$ cat config.mk
export PLATFORM = sky130hd
export DESIGN_NAME = mem_port_arbiter
export DESIGN_NICKNAME = d
export VERILOG_FILES = /design/src/rtl/mem_port_arbiter_pkg.sv /design/src/rtl/arb_pick.sv /design/src/rtl/mem_port_arbiter.sv
export SDC_FILE = /design/constraint.sdc
export NUM_CORES = 1
export LEC_CHECK = 0
export CORE_ASPECT_RATIO = 0.75
export CORE_MARGIN = 1.5
export CORE_UTILIZATION = 45
export CTS_CLUSTER_DIAMETER = 200
export DETAILED_ROUTE_END_ITERATION = 8
export HOLD_SLACK_MARGIN = 0.1
export PLACE_DENSITY = 0.86
export SETUP_SLACK_MARGIN = 0.1
export SLEW_MARGIN = 20
export SYNTH_ARGS = -nofsm -noshare
export SYNTH_HDL_FRONTEND = slang
export SYNTH_HIERARCHICAL = 1
export SYNTH_SLANG_ARGS = --single-unit
$ cat constraint.sdc
create_clock -name Clk -period 8.4 [get_ports Clk]
set_input_delay 2.52 -clock Clk [delete_from_list [all_inputs] [get_ports Clk]]
set_output_delay 2.52 -clock Clk [all_outputs]
set_load 0.01 [all_outputs]
$ cat src/rtl/mem_port_arbiter_pkg.sv
// mem_port_arbiter_pkg: shared FSM encoding and default limits for the memory port arbiter
package mem_port_arbiter_pkg;
    typedef enum logic [1:0] {
        IDLE    = 2'd0,
        BUSY_IF = 2'd1,
        BUSY_D  = 2'd2
    } state_t;
    localparam int DEF_TIMEOUT      = 15;
    localparam int DEF_STARVE_LIMIT = 4;
endpackage

$ cat src/rtl/arb_pick.sv
// arb_pick: fixed data-over-fetch priority with a starvation override for fetch
//   i_if_req / i_d_req : eligible fetch / data requests
//   i_starved          : fetch has lost STARVE_LIMIT consecutive arbitrations
//   o_grant_if / o_grant_d : one-hot (or zero) grant
module arb_pick (
    input  logic i_if_req,
    input  logic i_d_req,
    input  logic i_starved,
    output logic o_grant_if,
    output logic o_grant_d
);
    assign o_grant_if = i_if_req & (~i_d_req | i_starved);
    assign o_grant_d  = i_d_req & ~(i_if_req & i_starved);
endmodule

$ cat src/rtl/mem_port_arbiter.sv
// mem_port_arbiter: shares one memory port between a fetch and a data requester
//   Clk, Clr            : clock, async active-high reset
//   if_*                : fetch request / address / returned word / done pulse
//   d_*                 : data request / store flag / address / wdata / load data / done pulse
//   m_*                 : memory-side request, write enable, address, wdata, rdata, ack
//   stall_if, stall_mem : pipeline holds while a request is outstanding
//   err                 : sticky timeout flag
module mem_port_arbiter
    import mem_port_arbiter_pkg::*;
#(
    parameter int TIMEOUT      = DEF_TIMEOUT,
    parameter int STARVE_LIMIT = DEF_STARVE_LIMIT
) (
    input  logic        Clk,
    input  logic        Clr,
    input  logic        if_req,
    input  logic [31:0] if_addr,
    output logic [31:0] if_rdata,
    output logic        if_ready,
    input  logic        d_req,
    input  logic        d_we,
    input  logic [31:0] d_addr,
    input  logic [31:0] d_wdata,
    output logic [31:0] d_rdata,
    output logic        d_ready,
    output logic        m_req,
    output logic        m_we,
    output logic [31:0] m_addr,
    output logic [31:0] m_wdata,
    input  logic [31:0] m_rdata,
    input  logic        m_ack,
    output logic        stall_if,
    output logic        stall_mem,
    output logic        err
);
    localparam int SW = $clog2(STARVE_LIMIT + 1);
    state_t        r_state, w_next;
    logic [3:0]    r_wait;
    logic [SW-1:0] r_starve;
    logic          r_if_ready, r_d_ready, r_m_we, r_err;
    logic [31:0]   r_if_rdata, r_d_rdata, r_m_addr, r_m_wdata;
    logic          w_arb_en, w_gnt_if, w_gnt_d, w_busy, w_timeout, w_done;
    // No grant is made in a cycle carrying a ready pulse: the finishing
    // requester is ineligible, and holding off the other one too lets a
    // continuously requesting data port compete again so starvation counts.
    assign w_arb_en  = (r_state == IDLE) & ~r_if_ready & ~r_d_ready;
    assign w_busy    = (r_state == BUSY_IF) | (r_state == BUSY_D);
    assign w_timeout = (r_wait == 4'(TIMEOUT - 1)) & ~m_ack;
    assign w_done    = w_busy & (m_ack | w_timeout);
    arb_pick u_pick (
        .i_if_req   (if_req & w_arb_en),
        .i_d_req    (d_req & w_arb_en),
        .i_starved  (r_starve == SW'(STARVE_LIMIT)),
        .o_grant_if (w_gnt_if),
        .o_grant_d  (w_gnt_d)
    );
    always_comb begin
        w_next = IDLE;
        case (r_state)
            IDLE:    w_next = w_gnt_if ? BUSY_IF : w_gnt_d ? BUSY_D : IDLE;
            BUSY_IF: w_next = w_done ? IDLE : BUSY_IF;
            BUSY_D:  w_next = w_done ? IDLE : BUSY_D;
            default: w_next = IDLE;
        endcase
    end
    always_ff @(posedge Clk or posedge Clr) begin
        if (Clr) begin
            r_state    <= IDLE;
            r_wait     <= '0;
            r_starve   <= '0;
            r_if_ready <= 1'b0;
            r_d_ready  <= 1'b0;
            r_m_we     <= 1'b0;
            r_err      <= 1'b0;
            r_if_rdata <= '0;
            r_d_rdata  <= '0;
            r_m_addr   <= '0;
            r_m_wdata  <= '0;
        end else begin
            r_state    <= w_next;
            r_wait     <= w_busy ? r_wait + 4'd1 : '0;
            r_if_ready <= (r_state == BUSY_IF) & w_done;
            r_d_ready  <= (r_state == BUSY_D) & w_done;
            r_err      <= r_err | (w_busy & w_timeout);
            if (r_state == BUSY_IF && w_done)
                r_if_rdata <= m_ack ? m_rdata : '0;
            if (r_state == BUSY_D && w_done && !r_m_we)
                r_d_rdata <= m_ack ? m_rdata : '0;
            if (w_gnt_if || w_gnt_d) begin
                r_m_addr  <= w_gnt_if ? if_addr : d_addr;
                r_m_we    <= w_gnt_d & d_we;
                r_m_wdata <= w_gnt_if ? '0 : d_wdata;
            end
            if (w_gnt_if)
                r_starve <= '0;
            else if (w_gnt_d && if_req && r_starve != SW'(STARVE_LIMIT))
                r_starve <= r_starve + SW'(1);
        end
    end
    assign m_req     = w_busy;
    assign m_we      = r_m_we;
    assign m_addr    = r_m_addr;
    assign m_wdata   = r_m_wdata;
    assign if_rdata  = r_if_rdata;
    assign if_ready  = r_if_ready;
    assign d_rdata   = r_d_rdata;
    assign d_ready   = r_d_ready;
    assign err       = r_err;
    assign stall_if  = if_req & ~r_if_ready;
    assign stall_mem = d_req & ~r_d_ready;
endmodule

==> out/results.tsv <==
stage	metric	value	unit
finish	final std cells w/o fill	896	
yosys	Post-synth top cells	dfrtp_1, a32o_1, mux2i_1	
yosys	#FFs+latches synth	141	
yosys	syn_area_per_cell	12.7	sq um
setup_path	Crit Path Class	input port to primary output	
clock_network	# Post-CTS Setup Buffers	0	
setup_path	CP max-delay cell	clkdlybuf4s50_1	
route	post-DR vias/cell	5.35	
setup_path	Crit path top cell by count	clkdlybuf4s50_1	
clock_network	CTS clk-pin slew, worst paths	0.06	ns
route	drc violations	0	
route	1st-pass router iterations	5	
route	vias	4793	
setup_path	worst-path maximum fanout	3	
grt	largest net degree at the start of global routing	98	
setup_path	crit-path max cell delay	0.54	ns
clock_network	H-tree depth	4	
yosys	top_reg_cell synth	dfrtp_1	
yosys	Netlist cell types	33	
finish	Layout Nets	860	
timing	unrepaired setup endpoints after global routing	false	
floorplanning	Die X	135	microns
clock_network	Root Driver	clkbuf_16	
clock_network	CTS buffer count	17	
timing	post-route setup TNS	0	ns
setup_path	CP Cell Sequence	clkdlybuf4s50_1, nor2b_1, clkdlybuf4s50_1	
yosys	EDFF count, synth	0	
floorplanning	die height	102	microns
clock_network	deepest clock path buffer count	2	
placed_design	Buffers on Ports	268	
finish	layout cells sized above 1	5.89	%
timing	fmax	160	MHz
finish	Area Overhead vs Synth	56.0	%
route	Detailed Route Iter0 Violations	278	
yosys	Mapped Area	5890	sq um
pwr	Pleak	3.89	nW
finish	Final Cell Area	9190	sq um
timing	Slew Viols, Final	0	
placed_design	final RePlAce weighted congestion	0.797	
yosys	Cells after Synth	465	
grt	initial antenna violation count	0	
setup_path	CP required	5.88	ns
yosys	cell taking the most area after synthesis	dfrtp_1	
run	max-cap viol count	0	
floorplanning	Die Area	13800	sq um
clock_network	later-pin clock latency in the skew report	0.41	ns
floorplanning	row count	35	
clock_network	# resized after CTS	0	
yosys	Async SR Flop Fraction	100	%
finish	number of fillers in the final layout	878	
grt	number of global-route vias before repair	4984	
worst_hold_path	Hold Path Class	flop to flop	
yosys	Post-Syn Nets	607	
pwr	Design Power	0.00338	W
yosys	post-synth top area share	59.9	%
setup_path	CP startpoint kind	input port	
floorplanning	I/O pins	269	
grt	total gr overflow	0	
outcome	status	complete, no violations	
pwr	Peak VDD IR	0.000209	V
yosys	post-synthesis sequential area ratio	59.9	%
route	final wirelength	16600	microns
timing	Tcrit/Tclk final	74.2	%
timing	Worst Tran Pin Value	1.12	ns
yosys	total number of yosys warnings	6	
clock_network	count of hold buffers inserted by post-cts repair	0	
timing	Setup Viol. Count Final	0	
grt	first-pass GRT wire length	25800	microns
finish	Diodes inserted	0	
timing	Clock Skew	0.0137	ns
timing	Max transition margin	25.6	%
clock_network	clock sink total	141	
clock_network	CTS tree	built	
placed_design	dpl hpwl	11500	microns
timing	fin crit period	6.23	ns
grt	gr usage total	24.2	%
yosys	ranking of synthesized cells by area	dfrtp_1, a32o_1, mux2i_1, o21ai_0, nor2_1	
placed_design	Inst Count DP	865	
route	final antenna-violating net count	0	
floorplanning	Starting Density	47.0	%
setup_path	crit end category	primary output	
setup_path	arrival time worst endpoint	3.71	ns
placed_design	Area after DPL	8580	sq um
yosys	most frequent cell after synthesis	dfrtp_1	
timing	Final Hold Viols	0	
floorplanning	core area	12500	sq um
route	DR WL/cell	18.5	microns
pwr	PwrDens	368	nW/um^2
-- critical path: cells and delay by family --
family | cells | cell delay (ns)
AND/OR/NAND/NOR | 1 | 0.14
buffers and inverters | 2 | 1.06
-- metal layers --
metal / up-vias / track usage (%) / routed length, microns
met5: - / 0 / 0
met4: 0 / 8.52 / 365
met3: 26 / 6.30 / 1070
met2: 187 / 43.4 / 8580
met1: 2376 / 28.5 / 6560
li1: 2204 / - / -
-- stage by stage --
stage / setup WS (ns) / hold WS [ns] / util [%]
5_1_grt: 2.10 / 0.506 / 73.4
3_3_place_gp: 2.15 / 0.452 / 68.5
3_5_place_dp: 2.16 / 0.472 / 68.5
2_1_floorplan: 2.10 / 0.442 / -
6_report: 2.17 / 0.481 / 73.4
4_1_cts: 2.16 / 0.482 / 73.3
-- final cells by class --
type,count,area (sq um),share of cell area [%]
multi-input combinational,272,2070,22.5
sequential,141,3530,38.4
timing repair buffer,274,2730,29.7
inverter,12,50.0,0.545
clock inverter,12,161,1.76
clock buffer,19,443,4.82
tap,166,208,2.26
-- cell families (layout without fill, tap and decap cells) --
kind of cell             Yosys count  in the layout  share of synthesized area (%)
flip-flops                       141            141                           59.9
buffers and inverters             52            317                           5.31
XOR/XNOR                           2              2                          0.297
AND/OR/NAND/NOR                   86             86                           6.41
AO/OA/AOI/OAI                    112            112                           15.5
multiplexers                      64             64                           10.9
adder cells (fa/ha/maj)            8              8                           1.70
-- registers in the layout, indices dropped and copies added (netlist names) --
name	count
d_rdata	32
if_rdata	32
m_addr	32
m_wdata	32
r_wait	4
r_starve	3
r_state	2
d_ready	1
err	1
if_ready	1
m_we	1
-- path summary, 6_finish.rpt --
| check | depth (start not counted) | from | slack (ns) | endpoint |
|---|---|---|---|---|
| min in group asynchronous | 2 | Clr | 2.54 | if_rdata[26] |
| worst max-delay path | 3 | if_req | 2.17 | stall_if |
| max in group asynchronous | 3 | Clr | 4.68 | m_we |
| worst min register to register | 1 | r_starve[2] | 0.48 | r_starve[2] |
| worst min-delay path | 1 | r_starve[2] | 0.48 | r_starve[2] |
| worst max register to register | 8 | r_state[1] | 5.42 | r_starve[2] |
-- report_power, final --
group,internal (W),switching [W],leakage [nW],total [W]
Combinational,0.000824,0.000633,1.83,0.00146
Sequential,0.000982,0.000175,1.78,0.00116
Clock,0.000476,0.000289,0.286,0.000766
-- cells in the final DEF (no fill, tap or decap), drive strengths merged, types with 3 or more instances in the layout --
master / n
clkinv: 4
clkdlybuf4s50: 267
a32o: 64
nand2: 36
buf: 7
nand3: 3
dfrtp: 141
bufinv: 3
nor2: 37
mux2i: 64
ha: 8
o21ai: 36
a21oi: 4
inv: 14
clkbuf: 19
clkinvlp: 3
No activity file was read; power rests on OpenSTA's default activity.
